<file path="src/rtl/vec_write_pkg.sv">
// Shared types and helpers for the vector-load write controller.
package vec_write_pkg;

  typedef enum logic [2:0] {
    IDLE,
    ASSEMBLE,
    COMMIT,
    DONE,
    ABORT
  } state_t;

  localparam logic MEM_A = 1'b0;
  localparam logic MEM_B = 1'b1;

  function automatic int bytes_per_elem(input int width);
    return (width + 7) / 8;
  endfunction

endpackage

</file>
<file path="src/rtl/byte_assembler.sv">
// Shifts received bytes into an element word, first byte most significant.
module byte_assembler #(
  parameter int BYTES = 2
) (
  input  logic               clk,
  input  logic               reset,
  input  logic               clear,
  input  logic               rx_ready,
  input  logic [7:0]         rx_data,
  output logic [BYTES*8-1:0] asm_word,
  output logic               elem_complete
);

  localparam int CW = (BYTES > 1) ? $clog2(BYTES) : 1;

  logic [CW-1:0] byte_cnt;

  assign elem_complete = rx_ready && (byte_cnt == CW'(BYTES - 1));

  always_ff @(posedge clk) begin
    if (!reset) begin
      asm_word <= '0;
      byte_cnt <= '0;
    end else if (clear) begin
      asm_word <= '0;
      byte_cnt <= '0;
    end else if (rx_ready) begin
      asm_word <= (asm_word << 8) | (BYTES*8)'(rx_data);
      byte_cnt <= elem_complete ? '0 : byte_cnt + CW'(1);
    end
  end

endmodule

</file>
<file path="src/rtl/vector_write_ctrl.sv">
// Loads a vector from UART bytes into memory A or B while begin_write is held,
// reporting completion or an inactivity abort via write_done/write_error.
module vector_write_ctrl
  import vec_write_pkg::*;
#(
  parameter int NUM_ELEMENTOS  = 1024,
  parameter int ELEM_WIDTH     = 16,
  parameter int TIMEOUT_CYCLES = 1000000,
  localparam int BYTES_PER_ELEM = bytes_per_elem(ELEM_WIDTH),
  localparam int AW = (NUM_ELEMENTOS > 1) ? $clog2(NUM_ELEMENTOS) : 1
) (
  input  logic                  clk,
  input  logic                  reset,
  input  logic                  begin_write,
  input  logic                  mem_sel,
  input  logic [7:0]            rx_data,
  input  logic                  rx_ready,
  output logic                  wr_en_a,
  output logic                  wr_en_b,
  output logic [AW-1:0]         wr_addr,
  output logic [ELEM_WIDTH-1:0] wr_data,
  output logic                  write_done,
  output logic                  write_error,
  output logic                  busy
);

  localparam int TW = $clog2(TIMEOUT_CYCLES + 1);
  localparam logic [AW-1:0] LAST_ADDR  = AW'(NUM_ELEMENTOS - 1);
  localparam logic [TW-1:0] TIMER_LAST = TW'(TIMEOUT_CYCLES - 1);

  state_t state, next_state;

  logic                        begin_write_q;
  logic                        sel;
  logic [AW-1:0]               addr;
  logic [TW-1:0]               timer;
  logic                        start;
  logic                        last_elem;
  logic                        asm_rx;
  logic                        asm_clear;
  logic                        elem_complete;
  logic [BYTES_PER_ELEM*8-1:0] asm_word;

  assign start     = begin_write && !begin_write_q;
  assign last_elem = (addr == LAST_ADDR);
  assign asm_clear = (state == IDLE) && start;

  // A byte landing in COMMIT opens the next element, unless the vector is full.
  assign asm_rx = rx_ready &&
                  (((state == ASSEMBLE) && begin_write) ||
                   ((state == COMMIT) && !last_elem));

  byte_assembler #(
    .BYTES (BYTES_PER_ELEM)
  ) u_byte_assembler (
    .clk           (clk),
    .reset         (reset),
    .clear         (asm_clear),
    .rx_ready      (asm_rx),
    .rx_data       (rx_data),
    .asm_word      (asm_word),
    .elem_complete (elem_complete)
  );

  always_ff @(posedge clk) begin
    if (!reset) begin
      state <= IDLE;
    end else begin
      state <= next_state;
    end
  end

  // Timer counts only idle ASSEMBLE cycles; any other state restarts it.
  always_ff @(posedge clk) begin
    if (!reset) begin
      begin_write_q <= 1'b0;
      sel           <= MEM_A;
      addr          <= '0;
      timer         <= '0;
    end else begin
      begin_write_q <= begin_write;
      if ((state == IDLE) && start) begin
        sel  <= mem_sel;
        addr <= '0;
      end else if ((state == COMMIT) && !last_elem) begin
        addr <= addr + AW'(1);
      end
      if ((state == ASSEMBLE) && !rx_ready) begin
        timer <= timer + TW'(1);
      end else begin
        timer <= '0;
      end
    end
  end

  always_comb begin
    next_state = state;
    case (state)
      IDLE: begin
        if (start) next_state = ASSEMBLE;
      end
      ASSEMBLE: begin
        if (!begin_write) begin
          next_state = IDLE;
        end else if (elem_complete) begin
          next_state = COMMIT;
        end else if (!rx_ready && (timer == TIMER_LAST)) begin
          next_state = ABORT;
        end
      end
      COMMIT:  next_state = last_elem ? DONE : ASSEMBLE;
      DONE:    next_state = IDLE;
      ABORT:   next_state = IDLE;
      default: next_state = IDLE;
    endcase
  end

  assign wr_en_a     = (state == COMMIT) && (sel == MEM_A);
  assign wr_en_b     = (state == COMMIT) && (sel == MEM_B);
  assign wr_addr     = addr;
  assign wr_data     = asm_word[ELEM_WIDTH-1:0];
  assign write_done  = (state == DONE) || (state == ABORT);
  assign write_error = (state == ABORT);
  assign busy        = (state != IDLE);

endmodule

</file>
<file path="config.mk">
export PLATFORM = sky130hd
export DESIGN_NAME = vector_write_ctrl
export DESIGN_NICKNAME = d
export VERILOG_FILES = /design/src/rtl/vec_write_pkg.sv /design/src/rtl/byte_assembler.sv /design/src/rtl/vector_write_ctrl.sv
export SDC_FILE = /design/constraint.sdc
export NUM_CORES = 1
export LEC_CHECK = 0
export CAP_MARGIN = 20
export CORE_ASPECT_RATIO = 1.2
export CORE_UTILIZATION = 45
export DETAILED_ROUTE_END_ITERATION = 10
export PLACE_DENSITY = 0.73
export SYNTH_ARGS = -nofsm -noshare
export SYNTH_HDL_FRONTEND = slang
export SYNTH_HIERARCHICAL = 1
export SYNTH_SLANG_ARGS = --single-unit
</file>
<file path="constraint.sdc">
create_clock -name clk -period 1.9 [get_ports clk]
set_clock_uncertainty 0.05 [all_clocks]
set_input_delay 0.475 -clock clk [delete_from_list [all_inputs] [get_ports clk]]
set_output_delay 0.475 -clock clk [all_outputs]
set_load 0.02 [all_outputs]
</file>
### Yosys cells after proc, flatten, opt, wreduce, memory -nomap -nowiden

Index checks and enable logic that the tools add are counted.

| cells by class | value |
|---|---|
| add/subtract/negate cells | 3 |
| eq/ne operators | 8 |
| multiplexer cells | 7 |
| bitwise gates (word level) | 3 |
| reduce and logical (&&, ||, !) cells | 20 |

Operators by type and width:

| operator | count |
|---|---|
| 20-bit by 1-bit adder with 20-bit output (second input constant) | 1 |
| 20-bit == test (second input constant) | 1 |
| 16-bit by 8-bit bitwise OR with 16-bit output | 1 |
| 3-bit 2-to-1 mux | 4 |
| 10-bit by 1-bit adder with 10-bit output (second input constant) | 1 |
| 10-bit == test (second input constant) | 1 |
| 1-bit logical AND | 10 |
| 3-bit case mux with 3 select lines | 1 |
| 3-bit by 2-bit == test with 1-bit output (second input constant) | 2 |
| 4-bit by 2-bit inequality test with 1-bit output (second input constant) | 1 |
| 2-bit AND reduction | 2 |
| 3-bit by 1-bit == test with 1-bit output (second input constant) | 1 |
| 3-bit == test (second input constant) | 1 |
| 1-bit zero test | 3 |
| 3-bit zero test | 1 |
| 3-bit nonzero test | 1 |
| 1-bit logical OR | 2 |
| 2-bit 2-to-1 mux | 1 |
| 2-bit inequality test (second input constant) | 1 |
| 1-bit NOT | 2 |
| 2-bit OR reduction | 1 |
| 1-bit adder (second input constant) | 1 |
| 1-bit 2-to-1 mux | 1 |

| storage, ports and cells | value |
|---|---|
| register bits after elaboration | 52 |
| input bits | 13 |

### Depth between registers and ports, before layout

Gate-level depths: netlist (run 1).

| depth | value |
|---|---|
| word-level depth | 9 |
| depth in mapped cells | 10 |
| depth with buffers taken out | 8 |

### Cells and area by module

The synthesis (run 1) kept the hierarchy.

By module, submodules not included:

| module | instances | cells an instance | area each (um2) |
|---|---|---|---|
| vector_write_ctrl | 1 | 194 | 1710.4 |
| byte_assembler | 1 | 57 | 635.6 |

### Least setup slack after synthesis (run 1)

OpenSTA, ideal clock, no wires.

| timing | value |
|---|---|
| kind | reg-to-reg |
| start point | register addr[0] (netlist: wr_addr[0]) |
| end point | register state[0] |
| data arrival time | 2.089 ns |
| data required time | 1.775 ns |
| slack | -0.314 ns |
| cell stages (with the launch flop) | 11 |
| path buffers | 2 |
| cells stage by stage | dfxtp_1 > ha_1 > nand3_1 > nor3_2 > nor2_1 > o21a_1 > buf_6 > buf_12 > and2_1 > nand3b_1 > o22ai_1 |

| on the way | value |
|---|---|
| word-level cells in the longest chain between the ends | 9 |
| elaborated cells between the ends (all ways) | 11 |
| classes of those cells | 2 x eq/ne; 3 x mux; 6 x reduce/logical |

RTL lines:

| what | RTL line | text |
|---|---|---|
| start, declared | vector_write_ctrl.sv:35 | `logic [AW-1:0] addr;` |
| start signal, assigned | vector_write_ctrl.sv:86 | `addr <= addr + AW'(1);` |
| 10-bit == test * | vector_write_ctrl.sv:45 | `assign last_elem = (addr == LAST_ADDR);` |
| 1-bit zero test * | vector_write_ctrl.sv:51 | `((state == COMMIT) && !last_elem));` |
| 1-bit logical AND * | vector_write_ctrl.sv:51 |  |
| 1-bit logical OR * | vector_write_ctrl.sv:50 | `(((state == ASSEMBLE) && begin_write) \|\|` |
| 1-bit logical AND * | vector_write_ctrl.sv:49 | `assign asm_rx = rx_ready &&` |
| named net asm_rx | vector_write_ctrl.sv:39 | `logic asm_rx;` |
| 1-bit logical AND * | byte_assembler.sv:18 | `assign elem_complete = rx_ready && (byte_cnt == CW'(BYTES - 1));` |
| named net elem_complete | vector_write_ctrl.sv:41 | `logic elem_complete;` |
| 3-bit 2-to-1 mux | vector_write_ctrl.sv:105 | `end else if (elem_complete) begin` |
| 3-bit 2-to-1 mux | vector_write_ctrl.sv:103 | `if (!begin_write) begin` |
| 3-bit case mux with 3 select lines | vector_write_ctrl.sv:98 | `case (state)` |
| end signal, assigned | vector_write_ctrl.sv:69 | `state <= next_state;` |
| end, declared | vector_write_ctrl.sv:31 | `state_t state, next_state;` |

The timed path passes the listed nets; every way through them passes the cells marked *.
A chain may end at the register's enable or synchronous reset.

### Final worst setup path (run 1)

| timing | value |
|---|---|
| start point | register addr[7] (netlist: wr_addr[7]) |
| end point | output wr_addr[7] |

RTL lines:

| what | RTL line | text |
|---|---|---|
| end, declared | vector_write_ctrl.sv:20 | `output logic [AW-1:0] wr_addr,` |

No word-level cell between the ends.

==> out/results.ini, run 1 <==
[timing]
max_freq_mhz = 543
relSlewSlack = 0.769
hold_viol_final = 0
fin_crit_ps = 1840
whs_ps = 438
finalWorstSetupSlack_ps = 59.1
fin_setup_tns_ps = 0
fin_crit_sh = 0.969
rsz0062_at_grt = false
slew_viol_final = 0
tightestPinTransition_ps = 342
setup_violations = 0

[global_routing]
antenna_found_initial = 0
grtUsageTotal = 0.190
globalRouteOverflowTotal = 0
grt_pass1_wl_mm = 8.02
grt_pass1_vias = 1735
grt_max_degree = 18

[routing]
dr.pass1.iters = 4
wl_mm = 4.73
avgRoutedWirePerCell_um = 12.8
vias = 1991
drt_iter0_markers = 134
drtAntennaViolNets = 0
drc_errors = 0
via_per_inst = 5.38

[status]
status = finished clean

[critical_path]
cp_max_fo = 7
crit_required_ps = 1370
critPathMaxStageDelay_ps = 610
path_cells = clkdlybuf4s50_1
cpLargestDelayFamily = buffers and inverters
cp-start-kind = flop
end_kind = primary output
cp_slowest_cell = clkdlybuf4s50_1
path_buf_inv = 1
setup.worst_path.class = reg -> out
worstPathArrival_ps = 1320

[pwr]
power_leakage_nw = 1.19
power.internal_mw = 1.46
power_switching_mw = 0.428
p_comb_frac = 0.067
switching_share = 0.227
p_seq_frac = 0.583
p_clk_frac = 0.350
p_total_mw = 1.89
irDropWorstVdd_mv = 0.391
pwr_density_cell_nw_per_um2 = 617

[placement]
placed_cell_area_um2 = 2970
pre_cts_ws_ps = -158
dp_cells = 362
gp_congestion = 0.803
port_buffers = 43
hpwl_mm = 3.39

[yosys]
yosys.area.top_type = dfxtp_1
syn_area_per_cell_um2 = 9.35
ys_seq_area_frac = 0.444
yosysWarningCount = 6
syn_nets = 266
synth_top_area_share = 0.444
ys_seq_elements = 52
synthDistinctLibCells = 52
postSynthCellCount = 251
syn_area_um2 = 2350
ys_top_cells_by_area = dfxtp_1, mux2i_1, nor2_1, xor2_1, a21oi_1

[die]
die-area_um2 = 5510
die_y_um = 81.1
core_um2 = 4970
start_util = 0.472
pin_count = 44
num_rows = 28
die_x_um = 67.9

[cts]
post_cts_buffers = 0
cts-buffers-inserted = 5
cts_tree = built
cts.htree.levels = 2
clock-root-buffer = clkbuf_8
path_clk_slew_ps = 100
clock_path_buffers = 2
numClockSinks = 52
clk_latency_ps = 310

[final_layout]
fin_nets = 324
diodes = 0
drive_gt1_frac = 0.165
area_growth_pct = 30.5
final_cell_area_um2 = 3060
final_util = 0.615
final_cells = 370

[job]
cap_violations = 0

[worst_hold_path]
hold_path.class = reg -> reg

-- cell usage in the layout, fill, tap and decap left out, types with 3 or more instances in the layout --
| master | n |
|---|---|
| nand4_1 | 4 |
| o31ai_1 | 5 |
| o21ai_0 | 6 |
| or3_1 | 7 |
| inv_1 | 3 |
| nand3_1 | 11 |
| buf_4 | 14 |
| o211ai_1 | 4 |
| clkbuf_8 | 6 |
| a21oi_1 | 14 |
| dlymetal6s2s_1 | 4 |
| dfxtp_2 | 6 |
| clkdlybuf4s50_1 | 33 |
| mux2i_1 | 18 |
| dfxtp_1 | 44 |
| and3_1 | 3 |
| nand2_1 | 15 |
| and2_1 | 5 |
| nor2_1 | 37 |
| buf_2 | 3 |
| xor2_1 | 9 |
| or4_1 | 9 |
-- cell usage after synthesis (all sizes together) --
cell type	count
and4bb	1
a22oi	1
and3b	1
o21a	1
and2b	1
nor2b	1
or4	9
mux2i	18
clkbuf	1
o2111ai	1
nor4b	1
and4	3
and2	6
nor3b	2
a21oi	14
xor2	9
dfxtp	52
o311ai	1
xnor2	2
or3	7
nand4	6
o31ai	6
nand3b	1
o211ai	4
nand3	14
inv	3
nor4bb	1
buf	7
nand4b	1
ha	2
and3	4
o41ai	1
nor3	2
a21o	1
o22ai	1
nand2	17
nor2	38
nand2b	2
o21ai	7
nor4	1
-- cells by family after synthesis --
family,Yosys count,synth area share
simple gates,119,0.289
fa+ha+maj,2,0.0107
buf+inv,11,0.0368
compound gates,38,0.102
flops,52,0.444
xor+xnor,11,0.0411
mux,18,0.0768
-- area by class of cell --
cell class	instances	area (um^2)
Clock buffer	7	86.3
Clock inverter	1	7.51
Fill cell	444	1910
Inverter	3	11.3
Multi-Input combinational cell	188	1260
Sequential cell	52	1060
Tap cell	60	75.1
Timing Repair Buffer	59	563
-- worst register-to-register path: cells and delay by family (launching register included) --
kind                   cells  cell delay [ps]
AOI/OAI and AO/OA          1              200
buffers and inverters      2              310
DFF                        1              450
muxes                      1              220
and+or+nand+nor            3              430
-- worst paths after layout --
check        startpoint                            to  slack (ps)  cells past startpoint
min            timer[0]                      timer[0]         440                      1
max          wr_addr[7]                    wr_addr[7]          60                      1
min reg2reg    timer[0]                      timer[0]         440                      1
max reg2reg    state[0]  u_byte_assembler/asm_word[1]         140                      7
-- per-layer routing --
layer  up-vias  global-route usage  share of wire
met2        55               0.279           0.45
met3         6              0.0407          0.044
met4         0              0.0854          0.018
li1       1024                   -              -
met1       906               0.262           0.48
met5         -                   0              0
-- state kept, by name, summed over array words and instances (netlist names) --
signal	count
begin_write_q	1
sel	1
state	3
timer	20
u_byte_assembler/asm_word	16
u_byte_assembler/byte_cnt	1
wr_addr	10
-- power groups by stage --
stage,logic (mW),registers (mW),clock network (mW)
after floorplan,0.0593,1.13,0
after global placement,0.127,1.13,0
after detailed placement,0.127,1.13,0
after CTS,0.128,1.10,0.670
after global routing,0.137,1.10,0.715
final,0.126,1.10,0.662
-- what timing repair did --
action | CTS | global route
endpoints found under the setup margin | 6 | 9
hold buffers | 0 | 0
gates resized for setup | 18 | 9
No activity file was read; power rests on OpenSTA's default activity.
==> inputs of run 2 (changes only) <==
Settings changed: GPL_TIMING_DRIVEN from default to 1.
==> results of run 2 <==
The final DEF is identical to that of run 1; final timing and power are the same.
==> inputs of run 3 (changes only) <==
Settings changed: CORE_UTILIZATION 45 to 40, PLACE_DENSITY 0.73 to 0.66, SETUP_SLACK_MARGIN from default to 0.2.
==> run 3 against run 2 <==
Fmax grew 5.2%. Clock-buffer cell count is 2 lower. Largest cell class unchanged. Total power grew 1.3%.
==> out/results.ini, run 3 (synthesis results as in run 1) <==
[worst_hold_path]
hold_path.class = reg -> reg
whs_path_depth = 1  ; unchanged
holdPathEnd = timer[0]
worstHoldStart = timer[0]

[timing]
whs_ps = 401  ; -37.4 ps
finalWorstSetupSlack_ps = 149  ; +90.4 ps
fin_crit_sh = 0.921  ; -0.0476
tightestPinTransition_ps = 354  ; +12.2 ps
setup_violations = 0  ; unchanged
rsz0062_at_grt = true
fin_crit_ps = 1750  ; -90.4 ps
max_freq_mhz = 571  ; +5.2%
slew_viol_final = 0  ; unchanged
relSlewSlack = 0.762  ; -0.00708
hold_viol_final = 0  ; unchanged

[critical_path]
ff2ff_setup_slack_ps = 190  ; +50 ps
crit_required_ps = 1370  ; about the same
cp_max_fo = 6  ; -1
worstPathArrival_ps = 1230  ; -90 ps
setup.worst_path.class = reg -> out
r2r_start = state[2]
r2r_cells = 7  ; unchanged
r2r_end = u_byte_assembler/asm_word[1]
cp-start-kind = flop
end_kind = primary output

[global_routing]
grtUsageTotal = 0.175  ; -0.0146
grt_max_degree = 19  ; +1
antenna_found_initial = 0  ; unchanged
grt_pass1_wl_mm = 8.64  ; +7.7%
grt_pass1_vias = 1860  ; +7.2%
globalRouteOverflowTotal = 0  ; unchanged

[routing]
via_per_inst = 5.06  ; -5.9%
wl_mm = 5.08  ; +7.4%
vias = 2030  ; +2.0%
drc_errors = 0  ; unchanged
drt_iter0_markers = 159  ; +19%
drtAntennaViolNets = 0  ; unchanged
dr.pass1.iters = 4  ; unchanged
avgRoutedWirePerCell_um = 12.7  ; -0.86%

[pwr]
p_total_mw = 1.91  ; +1.3%
irDropWorstVdd_mv = 0.324  ; -17%
power_leakage_nw = 1.33  ; +11%
pwr_density_cell_nw_per_um2 = 581  ; -5.8%

[die]
die-area_um2 = 6180  ; +12%
die_y_um = 85.9  ; +5.9%
pin_count = 44  ; unchanged
die_x_um = 71.9  ; +5.9%
core_um2 = 5670  ; +14%
start_util = 0.414  ; -0.0577
num_rows = 30  ; +7.1%

[cts]
cts.htree.levels = 2  ; unchanged
cts-buffers-inserted = 5  ; unchanged
path_clk_slew_ps = 90  ; about the same
cts_hold_buf = 0  ; unchanged
clock-root-buffer = clkbuf_8
clk_latency_ps = 310  ; about the same
clock_path_buffers = 2  ; unchanged
numClockSinks = 52  ; unchanged
cts_tree = built

[final_layout]
final_util = 0.581  ; -0.0349
regMostFlops = timer
drive_gt1_frac = 0.262  ; +0.0972
area_growth_pct = 40.3
largest_register_ffs = 20  ; unchanged
layout_commonest_cell = dfxtp_1
fin_nets = 335  ; +3.4%
diodes = 0  ; unchanged
final_cell_mix = dfxtp_1, nor2_1, dlygate4sd2_1
final_cells = 401  ; +8.4%
fill_cells = 493  ; +11%

[placement]
pre_cts_ws_ps = -126  ; +32.0 ps
hpwl_mm = 3.41  ; +0.51%
gp_congestion = 0.783  ; -2.5%
dp_cells = 385  ; +6.4%
port_buffers = 43  ; unchanged

[status]
status = finished clean

[job]
cap_violations = 0  ; unchanged

-- run 3: cell count changes in the layout (fill, tap and decap cells not counted), moves of 2 or more --
cell	delta
clkbuf_16	+2
buf_2	-2
buf_6	+4
dfxtp_1	-6
dfxtp_2	+3
dlygate4sd2_1	+25
clkdlybuf4s50_1	-21
buf_4	+8
dlymetal6s2s_1	-4
dfxtp_4	+3
inv_6	+2
-- run 3: through the flow --
step / instance area, um^2 / TNS [ps]
after floorplan: 2400 / -197
after global routing: 3290 / 0
final: 3290 / 0
after global placement: 3020 / -3810
after detailed placement: 3020 / -3250
after CTS: 3090 / 0
-- run 3: worst max-delay path: stages, from the launching register on --
cell and delay (ps):
dfxtp_2 340, buf_6 130, or3_4 320, buf_6 140
-- run 3: power by group --
| group | switching (mW) | internal, mW | total (mW) |
|---|---|---|---|
| sequential | 0.00814 | 1.09 | 1.10 |
| clock | 0.391 | 0.272 | 0.662 |
| combinational | 0.0621 | 0.0904 | 0.153 |
-- run 3: cell type report --
cell class / instances / area, um^2 / share of cell area
inverter: 3 / 11.3 / 0.00342
sequential: 52 / 1070 / 0.325
clock inverter: 3 / 26.3 / 0.00798
clock buffer: 5 / 68.8 / 0.0209
multi-input combinational: 188 / 1360 / 0.412
timing repair buffer: 70 / 658 / 0.200
tap: 80 / 100 / 0.0304
-- run 3: worst max path at each step --
stage / slack [ps] / start / to / depth (start not counted)
6_report: 150 / state[1] / busy / 3
5_1_grt: 100 / state[1] / wr_addr[6] / 6
4_1_cts: 20 / state[2] / wr_en_b / 3
3_5_place_dp: -130 / begin_write / u_byte_assembler/asm_word[7] / 6
3_3_place_gp: -150 / begin_write / u_byte_assembler/asm_word[10] / 6
2_1_floorplan: -70 / wr_addr[1] / state[0] / 10
-- run 3: metal layers --
layer  share of wire  up-vias  global-route usage
li1                -     1050                   -
met3           0.043        7              0.0458
met4           0.016        0              0.0695
met2            0.47       45               0.267
met5               0        -                   0
met1            0.47      928               0.236
-- run 3: what timing repair did --
| item | 4_1_cts | 5_1_grt |
|---|---|---|
| pin swaps | 1 | 11 |
| endpoints found under the setup margin | 40 | 43 |
| resized for setup | 52 | 32 |
| buffers inserted | 1 | 5 |
| cloned | 0 | 2 |
